<file path="src/rtl/delay_line_writer.sv">
// delay_line_writer: four-phase recirculation and slot-write controller for the DL44/DL31 delay-line pair.
// Define DL_WRITE_VERIFY_EN to read back and check each written slot one line period later.
module delay_line_writer #(
    parameter int LINE_WORDS = 16,
    parameter int ADDR_W = 8
) (
    input  logic              CLK,
    input  logic              RST,
    input  logic              SA44,
    input  logic              SA31,
    input  logic              WR_REQ,
    input  logic [ADDR_W-1:0] WR_ADDR,
    input  logic [3:0]        WR_DATA44,
    input  logic [3:0]        WR_DATA31,
    output logic              WR_ACK,
    output logic              WR_ERR,
    output logic              BUSY,
    output logic              DL44,
    output logic              DL31,
    output logic              W,
    output logic              X,
    output logic              Y,
    output logic              Z,
    output logic [ADDR_W-1:0] SLOT
);
`ifdef DL_WRITE_VERIFY_EN
    typedef enum logic [2:0] {IDLE, WAIT_SLOT, WRITE, DONE, VERIFY} state_t;
`else
    typedef enum logic [1:0] {IDLE, WAIT_SLOT, WRITE, DONE} state_t;
`endif
    state_t state, state_n;
    logic [1:0] ph;
    logic [ADDR_W-1:0] addr_q;
    logic [3:0] d44, d31;
    logic err_q, at_slot, bad_addr, writing;
    assign W = ph == 2'd0;
    assign X = ph == 2'd1;
    assign Y = ph == 2'd2;
    assign Z = ph == 2'd3;
    assign at_slot = SLOT == addr_q;
    assign bad_addr = int'(WR_ADDR) >= LINE_WORDS;
    // the W bit is gated from WAIT_SLOT so DLxx carries the slot's four bits during the WRITE cycles
    assign writing = at_slot && (state == WRITE || (state == WAIT_SLOT && ph == 2'd0));
    assign WR_ACK = state == DONE;
    assign WR_ERR = state == DONE && err_q;
    assign BUSY = state != IDLE;
`ifdef DL_WRITE_VERIFY_EN
    logic seen_q;
    always_ff @(posedge CLK) begin
        if (RST) seen_q <= 1'b0;
        else     seen_q <= state == VERIFY && (seen_q || at_slot);
    end
`endif
    always_ff @(posedge CLK) begin
        if (RST) state <= IDLE;
        else     state <= state_n;
    end
    always_comb begin
        state_n = state;
        case (state)
            IDLE:      if (WR_REQ) state_n = bad_addr ? DONE : WAIT_SLOT;
            WAIT_SLOT: if (at_slot && ph == 2'd0) state_n = WRITE;
`ifdef DL_WRITE_VERIFY_EN
            WRITE:     if (ph == 2'd0) state_n = VERIFY;
            VERIFY:    if (seen_q && !at_slot) state_n = DONE;
`else
            WRITE:     if (ph == 2'd0) state_n = DONE;
`endif
            DONE:      state_n = IDLE;
            default:   state_n = IDLE;
        endcase
    end
    always_ff @(posedge CLK) begin
        if (RST) begin
            ph <= '0;
            SLOT <= '0;
            DL44 <= 1'b0;
            DL31 <= 1'b0;
            addr_q <= '0;
            d44 <= '0;
            d31 <= '0;
            err_q <= 1'b0;
        end else begin
            ph <= ph + 2'd1;
            if (ph == 2'd3) SLOT <= (int'(SLOT) == LINE_WORDS - 1) ? '0 : SLOT + 1'b1;
            DL44 <= writing ? d44[ph] : SA44;
            DL31 <= writing ? d31[ph] : SA31;
            if (state == IDLE && WR_REQ) begin
                addr_q <= WR_ADDR;
                d44 <= WR_DATA44;
                d31 <= WR_DATA31;
                err_q <= bad_addr;
            end
`ifdef DL_WRITE_VERIFY_EN
            else if (state == VERIFY && at_slot && (SA44 != d44[ph] || SA31 != d31[ph])) err_q <= 1'b1;
`endif
        end
    end
endmodule

</file>
<file path="config.mk">
export PLATFORM = sky130hd
export DESIGN_NAME = delay_line_writer
export DESIGN_NICKNAME = d
export VERILOG_FILES = /design/src/rtl/delay_line_writer.sv
export SDC_FILE = /design/constraint.sdc
export NUM_CORES = 1
export LEC_CHECK = 0
export BUFFER_PORTS_ARGS = -buffer_cell sky130_fd_sc_hd__buf_2
export CAP_MARGIN = 10
export CORE_MARGIN = 8
export CORE_UTILIZATION = 52
export CTS_CLUSTER_SIZE = 10
export DETAILED_ROUTE_END_ITERATION = 6
export GPL_ROUTABILITY_DRIVEN = 1
export GPL_TIMING_DRIVEN = 0
export HOLD_SLACK_MARGIN = 0.03
export PLACE_DENSITY = 0.83
export SETUP_SLACK_MARGIN = 0.2
export SYNTH_ARGS = -nofsm -noshare
export SYNTH_HDL_FRONTEND = slang
export SYNTH_SLANG_ARGS = --single-unit
export TNS_END_PERCENT = 50
</file>
<file path="constraint.sdc">
create_clock -name CLK -period 1.9 [get_ports CLK]
set_input_delay 0.38 -clock CLK [delete_from_list [all_inputs] [get_ports CLK]]
set_output_delay 0.38 -clock CLK [all_outputs]
set_load 0.01 [all_outputs]
</file>
Word level (Yosys, flattened, before mapping)
Index checks and enable logic that the tools add are counted.
{ "totals": {"memories": 0, "latchBits": 0, "output_inout_bits": 17, "romBits": 0, "input_bits": 21, "ramBits": 0, "regBits": 31} }
{ "op_classes": {"reduce_logical": 10, "multipliers": 0, "n_eq_ne": 11, "n_mux": 12, "n_shift": 0, "add_sub_neg": 2, "div_mod_pow": 0, "order_cmp": 2, "bitwise_logic": 0} }
{ "ops": {"columns": ["cell", "count"], "rows": [
  ["$add A8 B1 Y8 const B", 1],
  ["$eq A2 B2 Y1 const B", 4],
  ["$eq A8 B5 Y1 const B", 1],
  ["$eq A8 B8 Y1", 1],
  ["$ge A8 B5 Y1 const B", 1],
  ["$mux W2", 4],
  ["$mux W8", 1],
  ["$pmux W2 S4", 1],
  ["$logic_and A1 B1 Y1", 5],
  ["$bmux W1 S2", 2],
  ["$eq A2 B1 Y1 const B", 2],
  ["$logic_not A2 Y1", 2],
  ["$mux W1", 4],
  ["$ne A2 B2 Y1 const B", 2],
  ["$lt A2 B3 Y1 const B", 1],
  ["$reduce_and A3 Y1", 1],
  ["$add A2 B1 Y2 const B", 1],
  ["$ne A2 B1 Y1 const B", 1],
  ["$reduce_bool A2 Y1", 1],
  ["$logic_or A1 B1 Y1", 1]
]} }

Longest topological paths before layout
Gate-level depths: netlist of run 1.
{ "logic_depth": {"ltp_word": 5, "depth_mapped": 7, "mapped_depth_nobuf": 6} }

Worst setup path after synthesis of run 1
OpenSTA, ideal clock, no wires.
{ "synth_timing": {"path_kind": "reg2reg", "startpoint": "reg state[1]", "endpoint": "reg state[1]", "path_stages_with_launch": 7, "setup_slack_ns": 0.387, "setup_time_ns": 0.138, "t_arrival_ns": 1.375, "period_less_slack_ns": 1.513, "t_required_ns": 1.762, "cell_sequence": "dfxtp_1 -> inv_1 -> ha_1 -> o21ba_2 -> nor2_1 -> a2bb2oi_1 -> o311ai_2"} }
{ "synth_between": {"elab_chain_cells": 3, "elab_cells_between_ends": 9} }
{ "synth_lines": {"columns": ["item", "line", "rtl"], "rows": [
  ["from (decl)", "31", "state_t state, state_n;"],
  ["from (signal assigned)", "56", "else state <= state_n;"],
  ["$eq A2 B1 Y1, or another cell as far along", "60", "case (state)"],
  ["$ne A2 B1 Y1 (no line) or $ne A2 B2 Y1 (tied branches)", null, null],
  ["$reduce_and A3 Y1 (no line)", null, null]
]} }
Several ways; a longest one is shown, not always the timed one.
A chain may end at the register's enable or synchronous reset.

Worst setup path in the final report of run 1
{ "layout_timing": {"startpoint": "reg ph[1]", "endpoint": "out Z"} }
{ "layout_between": {"elab_chain_cells": 1} }
{ "layout_lines": {"columns": ["item", "line", "rtl"], "rows": [
  ["from (decl)", "32", "logic [1:0] ph;"],
  ["from (signal assigned)", "84", "ph <= ph + 2'd1;"],
  ["$eq A2 B2 Y1", "39", "assign Z = ph == 2'd3;"],
  ["to (decl)", "23", "output logic Z,"]
]} }
Every way passes these cells.

==> results.sh, run 1 <==
export IMPL_seqCellArea_um2=624
export IMPL_die_area_mm2=0.00504
export IMPL_p_leak_nw=0.798
export IMPL_drive_gt1_frac=0.281
export IMPL_grt_use_total=0.143
export IMPL_post_route_period_util=0.860
export IMPL_hold_class="input port to register"
export IMPL_r2r_start="state[0]$_SDFFE_PP0P_"
export IMPL_h_tree_depth=2
export IMPL_rsz0062_at_grt="false"
export IMPL_grtUsageMet3=0.0480
export IMPL_cts_max_path_buffers=2
export IMPL_antenna_found_initial=0
export IMPL_cp_arrival_ns=1.25
export IMPL_busiest_layer="met2"
export IMPL_crit_path_start_kind="register"
export IMPL_fin_hold_ws_ns=0.269
export IMPL_cts_buffers=5
export IMPL_switchingPower_w=0.000722
export IMPL_reg2reg_to="state[1]$_SDFFE_PP0P_"
export IMPL_cp_required_ns=1.52
export IMPL_cp_end_kind="output pin"
export IMPL_avgRoutedWirePerCell_um=13.6
export IMPL_p_int_w=0.00147
export IMPL_reg2reg_depth=6
export IMPL_fillers=271
export IMPL_drt_wl_total_um=3490
export IMPL_gp_congestion=0.764
export IMPL_setup_viol=0
export IMPL_critPathMaxFanout=7
export IMPL_postSynthCellCount=179
export IMPL_run_status="complete, no violations"
export IMPL_clock_latency_ns=0.33
export IMPL_hold_viol=0
export IMPL_fmax_mhz=612
export IMPL_power_frac_comb=0.333
export IMPL_clk_pin_slew_ns=0.10
export IMPL_tns_ns=0
export IMPL_postSynthAreaPerCell_um2=8.79
export IMPL_relSlewSlack=0.581
export IMPL_final_nets=254
export IMPL_die_x_um=71.0
export IMPL_multiInputGateArea_um2=911
export IMPL_viasPerCell=5.31
export IMPL_synth_fp_nets=210
export IMPL_dp_hpwl_um=2710
export IMPL_met2_usage=0.248
export IMPL_drtPass1Iterations=4
export IMPL_ant_nets=0
export IMPL_yosys_warnings=0
export IMPL_cts_hold_buf=0
export IMPL_grt_pass1_vias=1357
export IMPL_vias=1364
export IMPL_grt_pass1_wl_um=5760
export IMPL_cts_sinks=31
export IMPL_fin_worst_skew_ns=0.00768
export IMPL_syn_cell_area_mm2=0.00157
export IMPL_met1_usage=0.149
export IMPL_start_util=0.533
export IMPL_route_detailed_drc=0
export IMPL_cp_endpoint="Z"
export IMPL_diodes=0
export IMPL_ir_worst_vdd_uv=544
export IMPL_cts_root_buf="clkbuf_4"
export IMPL_pwr_share_seq=0.375
export IMPL_port_buffers=37
export IMPL_swShare=0.329
export IMPL_crit_type="register to output pin"
export IMPL_boundaryPins=38
export IMPL_grt_max_degree=11
export IMPL_p_clk_frac=0.292
export IMPL_worst_slew_pin_slew_ns=0.623
export IMPL_fin_area_mm2=0.00191
export IMPL_power_density_mw_per_mm2=1150
export IMPL_overflow=0
export IMPL_post_place_ws_ns=0.193
export IMPL_cts_tree="yes"
export IMPL_min_period_ns=1.63
export IMPL_yosys_cell_types_count=31
export IMPL_cp_startpoint="ph[1]$_SDFF_PP0_"
export IMPL_maxCapViolCount=0
export IMPL_core_area_mm2=0.00295
export IMPL_drt_iter0_markers=49
export IMPL_area_growth_pct=21.6
export IMPL_cts_setup_buffers=0
export IMPL_place_area_mm2=0.00180
export IMPL_maxSlewViolCount=0
export IMPL_ys_ff_latch=31
export IMPL_rows=20
export IMPL_worst_slack_ns=0.267
export IMPL_dieHeight_um=71.0
export IMPL_synth_seq_area_share=0.394
export IMPL_r2r_setup_slack_ns=0.31
[power by group through the flow]
stage               clock network, W  registers (W)  logic [W]
CTS                         0.000647       0.000822   0.000720
global placement                   0       0.000832   0.000697
floorplan                          0       0.000820   0.000548
global route                0.000679       0.000838   0.000807
detailed placement                 0       0.000837   0.000716
finish                      0.000641       0.000824   0.000732
[logic make-up (layout without fill, tap and decap cells)]
| kind of cell | Yosys count | count (layout) | synth area share |
|---|---|---|---|
| AO/OA/AOI/OAI | 27 | 27 | 0.111 |
| XOR/XNOR | 15 | 15 | 0.107 |
| adder cells (fa/ha/maj) | 10 | 10 | 0.0795 |
| buffers and inverters | 12 | 57 | 0.0302 |
| flip-flops | 31 | 31 | 0.394 |
| multiplexers | 4 | 4 | 0.0437 |
| AND/OR/NAND/NOR | 80 | 80 | 0.234 |
[critical path, stage by stage, from the launching register on]
cell     delay, ns
dfxtp_1       0.44
ha_2          0.31
buf_2         0.16
[cells in the mapped netlist]
library cell / number / share of area
nor3_1: 3 / 0.0095
and4_2: 1 / 0.0064
nor2b_1: 2 / 0.0079
a211oi_1: 1 / 0.0048
o311ai_1: 2 / 0.011
a2bb2oi_1: 1 / 0.0056
xnor2_2: 5 / 0.052
buf_1: 1 / 0.0024
and4_1: 2 / 0.011
clkbuf_1: 3 / 0.0072
ha_1: 10 / 0.079
xnor2_1: 7 / 0.039
a21oi_1: 18 / 0.057
buf_2: 2 / 0.0064
and2_1: 2 / 0.0079
mux4_2: 1 / 0.014
o211ai_1: 1 / 0.0048
dfxtp_1: 31 / 0.39
mux2i_1: 2 / 0.013
nor4_1: 3 / 0.012
nand4_1: 3 / 0.012
o41ai_1: 2 / 0.011
inv_1: 6 / 0.014
xor2_1: 3 / 0.017
o311ai_2: 1 / 0.010
nand4_2: 2 / 0.016
nand2_1: 41 / 0.098
nand3_1: 4 / 0.013
nor2_1: 17 / 0.041
o21ba_2: 1 / 0.0064
mux4_1: 1 / 0.017
[repair_timing]
action                                  CTS  global route
resized for setup                         1             7
hold endpoints to repair                  0             0
endpoints found under the setup margin    3            16
cloned                                    0             0
[worst min-delay path by stage]
stage | startpoint | to | depth (start not counted)
2_1_floorplan | d31[1]$_SDFFE_PP0P_ | d31[1]$_SDFFE_PP0P_ | 2
3_3_place_gp | d31[1]$_SDFFE_PP0P_ | d31[1]$_SDFFE_PP0P_ | 2
3_5_place_dp | d44[0]$_SDFFE_PP0P_ | d44[0]$_SDFFE_PP0P_ | 2
4_1_cts | WR_DATA31[0] | d31[0]$_SDFFE_PP0P_ | 3
5_1_grt | WR_DATA44[2] | d44[2]$_SDFFE_PP0P_ | 3
6_report | WR_DATA31[0] | d31[0]$_SDFFE_PP0P_ | 3
[per-stage QoR]
step	utilization	instances	total power (W)
2_1_floorplan	-	179	0.00137
3_3_place_gp	0.610	249	0.00153
3_5_place_dp	0.610	249	0.00155
4_1_cts	0.645	257	0.00219
5_1_grt	0.648	257	0.00232
6_report	0.648	257	0.00220
[sequential cells by signal (all words and copies together), names as in the netlist]
| register | flops |
|---|---|
| DL31 | 1 |
| DL44 | 1 |
| SLOT | 8 |
| addr_q | 8 |
| d31 | 4 |
| d44 | 4 |
| err_q | 1 |
| ph | 2 |
| state | 2 |
[cell usage in the layout, fill, tap and decap left out, drive strengths merged]
cell and instances:
nand2 41, buf 39, dfxtp 31, a21oi 18, nor2 17, xnor2 12
ha 10, clkbuf 10, inv 6, nand4 5, nand3 4, nor3 3
xor2 3, nor4 3, and4 3, o311ai 3, and2 2, nor2b 2
mux2i 2, o41ai 2, bufinv 2, mux4 2, o21ba 1, o211ai 1
a2bb2oi 1, a211oi 1
[area by class of cell]
cell class | count | share of cell area
clock inverters | 2 | 0.0314
well taps | 33 | 0.0216
flip-flops and latches | 31 | 0.326
inverters | 6 | 0.0118
multi-input cells | 136 | 0.476
repair buffers | 37 | 0.0967
clock buffers | 6 | 0.0216
plain buffers | 6 | 0.0150
[metal layers]
| metal | up-vias | share of wire |
|---|---|---|
| met5 | - | 0 |
| met4 | 0 | 0.019 |
| met3 | 8 | 0.049 |
| met2 | 28 | 0.49 |
| met1 | 623 | 0.44 |
| li1 | 705 | - |
Note: power is estimated with default switching activity, not from simulation.
==> inputs of run 2 (changes only) <==
==> constraint.sdc (replaced) <==
create_clock -name CLK -period 1.9 [get_ports CLK]
set_input_delay 0.285 -clock CLK [delete_from_list [all_inputs] [get_ports CLK]]
set_output_delay 0.285 -clock CLK [all_outputs]
set_load 0.01 [all_outputs]
==> run 2 against run 1 <==
Effect of this change:
- final cell count did not move
- fmax shrank 2.1%
- register-to-register slack got worse by 0.08 ns
- global-route usage unchanged
- wire length rose by 0.23%
- sequential power is 0.5% lower
- die area unchanged
- setup slack got worse by 0.034 ns
- combinational power hardly changed
- critical path depth rose by 4
- final area shrank 0.33%
- clock power about the same
- critical path type is now register to register
- critical endpoint is now state[1]$_SDFFE_PP0P_
==> results.sh, run 2 (synthesized netlist as in run 1, its figures left out) <==
export IMPL_drtPass1Iterations=4
export IMPL_drt_wl_total_um=3490
export IMPL_post_route_period_util=0.878
export IMPL_fin_worst_skew_ns=0.00646
export IMPL_crit_path_start_kind="register"
export IMPL_final_common_cell="nand2_1"
export IMPL_relSlewSlack=0.578
export IMPL_cts_setup_buffers=0
export IMPL_critPathMaxFanout=6
export IMPL_boundaryPins=38
export IMPL_drt_iter0_markers=52
export IMPL_fmax_mhz=600
export IMPL_viasPerCell=5.33
export IMPL_clock_latency_ns=0.33
export IMPL_power_density_mw_per_mm2=1150
export IMPL_grt_pass1_wl_um=5770
export IMPL_area_growth_pct=21.2
export IMPL_min_period_ns=1.67
export IMPL_cp_end_kind="register"
export IMPL_avgRoutedWirePerCell_um=13.6
export IMPL_die_x_um=71.0
export IMPL_final_nets=254
export IMPL_cp_cell_sequence="inv_1, ha_1, o21ba_2, nor2_2, a2bb2oi_1, o311ai_2"
export IMPL_crit_type="register to register"
export IMPL_dieHeight_um=71.0
export IMPL_post_place_ws_ns=0.193
export IMPL_clk_pin_slew_ns=0.10
export IMPL_cp_startpoint="state[1]$_SDFFE_PP0P_"
export IMPL_maxSlewViolCount=0
export IMPL_cp_slowest_cell="dfxtp_1"
export IMPL_diodes=0
export IMPL_drive_gt1_frac=0.263
export IMPL_vias=1369
export IMPL_cp_arrival_ns=1.87
export IMPL_die_area_mm2=0.00504
export IMPL_port_buffers=37
export IMPL_fillers=269
export IMPL_cts_sinks=31
export IMPL_min_path_cells=3
export IMPL_layout_common_cells="41 x nand2_1, 38 x buf_2, 31 x dfxtp_1, 18 x a21oi_1, 16 x nor2_1"
export IMPL_hold_class="input port to register"
export IMPL_cts_hold_buf=0
export IMPL_start_util=0.533
export IMPL_maxCapViolCount=0
export IMPL_tns_ns=0
export IMPL_rows=20
export IMPL_reg2reg_depth=6
export IMPL_multiInputGateArea_um2=908
export IMPL_cts_root_buf="clkbuf_4"
export IMPL_cp_required_ns=2.10
export IMPL_p_leak_nw=0.800
export IMPL_setup_viol=0
export IMPL_cts_tree="yes"
export IMPL_cts_max_path_buffers=2
export IMPL_ir_worst_vdd_uv=609
export IMPL_h_tree_depth=2
export IMPL_grt_use_total=0.143
export IMPL_run_status="complete, no violations"
export IMPL_cts_buffers=5
export IMPL_grt_pass1_vias=1358
export IMPL_seqCellArea_um2=621
export IMPL_rsz0062_at_grt="true"
export IMPL_ant_nets=0
export IMPL_grt_max_degree=11
export IMPL_reg2reg_to="state[1]$_SDFFE_PP0P_"
export IMPL_route_detailed_drc=0
export IMPL_gp_congestion=0.764
export IMPL_worst_slew_pin_slew_ns=0.627
export IMPL_core_area_mm2=0.00295
export IMPL_worst_slack_ns=0.232
export IMPL_hold_viol=0
export IMPL_r2r_start="state[1]$_SDFFE_PP0P_"
export IMPL_overflow=0
export IMPL_min_from="WR_DATA31[0]"
export IMPL_dp_hpwl_um=2710
export IMPL_critical_path_max_stage_delay_ns=0.42
export IMPL_hold_end="d31[0]$_SDFFE_PP0P_"
export IMPL_largestRegisters="SLOT (8), addr_q (8)"
export IMPL_antenna_found_initial=0
export IMPL_r2r_setup_slack_ns=0.23
[run 2: changes by cell type in the layout (fill, tap and decap cells not counted)]
| cell | previous run | this run |
|---|---|---|
| dfxtp_2 | 3 | 0 |
| ha_2 | 1 | 0 |
| ha_1 | 9 | 10 |
| dfxtp_1 | 28 | 31 |
[run 2: what timing repair did]
| item | in CTS | in global routing |
|---|---|---|
| setup endpoints to repair | 1 | 12 |
| pin swaps | 0 | 0 |
| gates resized for setup | 1 | 3 |
[run 2: power breakdown]
part / switching, W / leakage (nW) / internal [W]
Clock: 0.000227 / 0.0525 / 0.000411
Sequential: 0.0000757 / 0.254 / 0.000744
Combinational: 0.000419 / 0.494 / 0.000314
[run 2: routing by layer]
layer | up-vias | wire length, um | global-route usage
li1 | 705 | - | -
met1 | 627 | 1560 | 0.150
met2 | 29 | 1690 | 0.247
met3 | 8 | 172 | 0.0480
met4 | 0 | 65 | 0.0739
met5 | - | 0 | 0
[run 2: area by class of cell]
cell class,count,area share
Clock buffer,6,0.0216
Buffer,6,0.0151
Tap cell,33,0.0216
Clock inverter,2,0.0315
Inverter,6,0.0118
Timing Repair Buffer,37,0.0970
Multi-Input combinational cell,136,0.476
Sequential cell,31,0.325
[run 2: stage by stage]
| step | utilization | cell area, um^2 | total power [W] | cells | hold slack, ns |
|---|---|---|---|---|---|
| 6_report | 0.646 | 1910 | 0.00219 | 257 | 0.176 |
| 5_1_grt | 0.646 | 1910 | 0.00231 | 257 | 0.172 |
| 4_1_cts | 0.645 | 1900 | 0.00219 | 257 | 0.169 |
| 3_5_place_dp | 0.610 | 1800 | 0.00155 | 249 | 0.447 |
| 3_3_place_gp | 0.610 | 1800 | 0.00153 | 249 | 0.439 |
| 2_1_floorplan | - | 1570 | 0.00137 | 179 | 0.421 |
[run 2: worst max-delay path, delay by kind of cell, from the launching register on]
kind | cells | cell delay (ns)
AOI/OAI and AO/OA | 3 | 0.59
adders and majority gates | 1 | 0.26
buffers and inverters | 1 | 0.10
DFF | 1 | 0.42
and+or+nand+nor | 1 | 0.17
[run 2: how the worst max path moves through the flow]
stage	end	slack, ns	cells past startpoint
floorplan	state[1]$_SDFFE_PP0P_	0.39	6
finish	state[1]$_SDFFE_PP0P_	0.23	6
global placement	state[1]$_SDFFE_PP0P_	0.22	6
global route	state[1]$_SDFFE_PP0P_	0.16	6
CTS	d31[3]$_SDFFE_PP0P_	0.21	6
detailed placement	state[1]$_SDFFE_PP0P_	0.19	6
==> inputs of run 3 (changes only) <==
--- a/config.mk
+++ b/config.mk
@@ -5,6 +5,7 @@
 export SDC_FILE = /design/constraint.sdc
 export NUM_CORES = 1
 export LEC_CHECK = 0
+export ABC_AREA = 1
 export BUFFER_PORTS_ARGS = -buffer_cell sky130_fd_sc_hd__buf_2
 export CAP_MARGIN = 10
 export CORE_MARGIN = 8
==> run 3 against run 2 <==
Effect of this change:
- highest routed layer unchanged
- synthesized cell count increased by 16%
- via count rose by 4.5%
- global-route usage is 0.21 points lower
- wire length down 0.66%
- combinational power shrank 2%
==> results.sh, run 3 <==
export IMPL_grt_max_degree=11
export IMPL_rsz0062_at_grt="true"
export IMPL_h_tree_depth=2
export IMPL_r2r_setup_slack_ns=0.32
export IMPL_cts_setup_buffers=0
export IMPL_yosys_cell_types_count=20
export IMPL_layout_common_cells="46 x nor2_1, 37 x buf_2, 30 x nand2_1, 29 x dfxtp_1, 25 x o21ai_0"
export IMPL_cp_slowest_cell="dfxtp_2"
export IMPL_grt_pass1_vias=1406
export IMPL_yosys_area_top_type="dfxtp_1"
export IMPL_reg2reg_depth=8
export IMPL_path_buf_inv=1
export IMPL_final_nets=282
export IMPL_min_period_ns=1.58
export IMPL_p_clk_frac=0.197
export IMPL_overflow=0
export IMPL_p_int_w=0.00123
export IMPL_critPathMaxFanout=9
export IMPL_post_route_period_util=0.833
export IMPL_dp_cells=275
export IMPL_cts_max_path_buffers=2
export IMPL_crit_type="register to register"
export IMPL_maxSlewViolCount=0
export IMPL_worst_slack_ns=0.317
export IMPL_fin_worst_skew_ns=0.00867
export IMPL_synth_edff_count=0
export IMPL_largestRegisters="SLOT (8), addr_q (8)"
export IMPL_viasPerCell=5.07
export IMPL_grt_use_total=0.141
export IMPL_drt_iter0_markers=87
export IMPL_vias=1430
export IMPL_die_x_um=69.6
export IMPL_cts_buffers=5
export IMPL_yosysMostFrequentCell="nor2_1"
export IMPL_ys_ff_latch=31
export IMPL_setup_viol=0
export IMPL_tns_ns=0
export IMPL_cts_hold_buf=0
export IMPL_drt_wl_total_um=3470
export IMPL_r2r_start="ph[0]$_SDFF_PP0_"
export IMPL_dp_hpwl_um=2670
export IMPL_grt_pass1_wl_um=5750
export IMPL_die_area_mm2=0.00485
export IMPL_synthFlopType="dfxtp_1"
export IMPL_synth_fp_nets=238
export IMPL_power_frac_comb=0.363
export IMPL_power_density_mw_per_mm2=1100
export IMPL_cts_sinks=31
export IMPL_cts_root_buf="clkbuf_4"
export IMPL_cp_end_kind="register"
export IMPL_drtPass1Iterations=6
export IMPL_reg2reg_to="SLOT[6]$_SDFFE_PP0P_"
export IMPL_worst_path_stages=8
export IMPL_worst_slew_pin_slew_ns=0.428
export IMPL_cts_tree="yes"
export IMPL_route_detailed_drc=0
export IMPL_cp_arrival_ns=1.80
export IMPL_pwr_share_seq=0.439
export IMPL_hold_class="input port to register"
export IMPL_async_flop_share=0
export IMPL_clk_pin_slew_ns=0.10
export IMPL_rows=19
export IMPL_crit_path_start_kind="register"
export IMPL_stdcell_count=282
export IMPL_p_leak_nw=0.846
export IMPL_post_place_ws_ns=0.182
export IMPL_critical_path_max_stage_delay_ns=0.44
export IMPL_cp_cell_sequence="ha_2, inv_1, nor2_1, nand2_1, nor2_1, nand2_1, o21ai_1, a21oi_1"
export IMPL_cp_top_family="simple AND/OR/NAND/NOR gates"
export IMPL_start_util=0.543
export IMPL_fillers=257
export IMPL_synth_commonest_cells="46 x nor2_1, 31 x dfxtp_1, 30 x nand2_1"
export IMPL_ir_worst_vdd_uv=836
export IMPL_drive_gt1_frac=0.235
export IMPL_port_buffers=37
export IMPL_clock_latency_ns=0.33
export IMPL_boundaryPins=38
export IMPL_hold_viol=0
export IMPL_cp_required_ns=2.12
export IMPL_relSlewSlack=0.714
export IMPL_diodes=0
export IMPL_area_growth_pct=19.4
export IMPL_cp_endpoint="SLOT[6]$_SDFFE_PP0P_"
export IMPL_synth_seq_area_share=0.415
export IMPL_switchingPower_w=0.000742
export IMPL_ant_nets=0
export IMPL_antenna_found_initial=0
export IMPL_core_area_mm2=0.00276
export IMPL_final_common_cell="nor2_1"
export IMPL_cp_startpoint="ph[0]$_SDFF_PP0_"
export IMPL_syn_cell_area_mm2=0.00150
export IMPL_yosys_warnings=0
export IMPL_dieHeight_um=69.6
export IMPL_maxCapViolCount=0
export IMPL_synthTopCellsByArea="dfxtp_1 41%, nor2_1 12%, ha_1 8.4%"
export IMPL_synth_top_area_frac=0.415
export IMPL_swShare=0.376
export IMPL_run_status="complete, no violations"
export IMPL_fmax_mhz=632
export IMPL_postSynthAreaPerCell_um2=7.23
export IMPL_avgRoutedWirePerCell_um=12.3
export IMPL_gp_congestion=0.804
export IMPL_design_power_total_w=0.00197
export IMPL_postSynthCellCount=207
[run 3: cell types whose count changed after synthesis, moves of 4 or more]
cell,before,now
nor2_1,17,46
o21ai_0,0,25
inv_1,6,19
nand2_1,41,30
xnor2_2,5,0
nor2_2,0,4
[run 3: what timing repair did]
| action | CTS | global route |
|---|---|---|
| endpoints found under the hold margin | 0 | 0 |
| resized for setup | 1 | 5 |
| setup endpoints to repair | 5 | 12 |
| pin swaps | 0 | 0 |
[run 3: power by group through the flow]
stage / registers (W) / logic [W] / clock network (W)
2_1_floorplan: 0.000862 / 0.000533 / 0
3_3_place_gp: 0.000876 / 0.000687 / 0
3_5_place_dp: 0.000878 / 0.000705 / 0
4_1_cts: 0.000863 / 0.000713 / 0.000398
5_1_grt: 0.000881 / 0.000814 / 0.000431
6_report: 0.000866 / 0.000716 / 0.000389
[run 3: layer usage]
layer | part of all wire | vias up | track usage
met4 | 0.020 | 0 | 0.0737
met5 | 0 | - | 0
met3 | 0.062 | 8 | 0.0401
li1 | - | 745 | -
met1 | 0.41 | 637 | 0.141
met2 | 0.50 | 40 | 0.256
[run 3: worst min-delay path by stage]
stage / depth (start not counted) / end / slack (ns) / start
2_1_floorplan: 1 / ph[0]$_SDFF_PP0_ / 0.35 / RST
3_3_place_gp: 2 / d31[1]$_SDFFE_PP0P_ / 0.44 / d31[1]$_SDFFE_PP0P_
3_5_place_dp: 2 / d31[1]$_SDFFE_PP0P_ / 0.45 / d31[1]$_SDFFE_PP0P_
4_1_cts: 3 / addr_q[0]$_SDFFE_PP0P_ / 0.20 / WR_ADDR[0]
5_1_grt: 3 / DL44$_SDFF_PP0_ / 0.21 / SA44
6_report: 2 / ph[0]$_SDFF_PP0_ / 0.20 / RST
[run 3: logic make-up (layout without fill, tap and decap cells)]
logic type | count (synthesis) | count (layout) | synth area share
and+or+nand+nor | 93 | 93 | 0.265
AOI/OAI and AO/OA | 43 | 43 | 0.145
DFF | 31 | 31 | 0.415
buffers and inverters | 25 | 69 | 0.0627
adders and majority gates | 10 | 10 | 0.0836
xor gates and xnor gates | 5 | 5 | 0.0293
[run 3: final cells by class]
cell class                 instances  area, um^2  area share
multi-input combinational        151         788       0.441
sequential                        31         623       0.349
inverter                          20        75.1      0.0420
clock buffer                       6        51.3      0.0287
tap                               31        38.8      0.0217
timing repair buffer              37         185       0.104
clock inverter                     1        5.00     0.00280
buffer                             5        20.0      0.0112
[run 3: metrics by stage]
stage | util | area, um^2 | hold slack (ns)
6_report | 0.648 | 1790 | 0.204
5_1_grt | 0.648 | 1790 | 0.214
4_1_cts | 0.646 | 1780 | 0.201
3_5_place_dp | 0.624 | 1720 | 0.445
3_3_place_gp | 0.624 | 1720 | 0.444
2_1_floorplan | - | 1500 | 0.352
[run 3: worst reg2reg max path: cells and delay by family, from the launching register on]
family	cells	cell delay [ns]
buffers and inverters	1	0.08
and+or+nand+nor	4	0.53
DFF	1	0.44
adders and majority gates	1	0.25
AOI/OAI and AO/OA	2	0.18
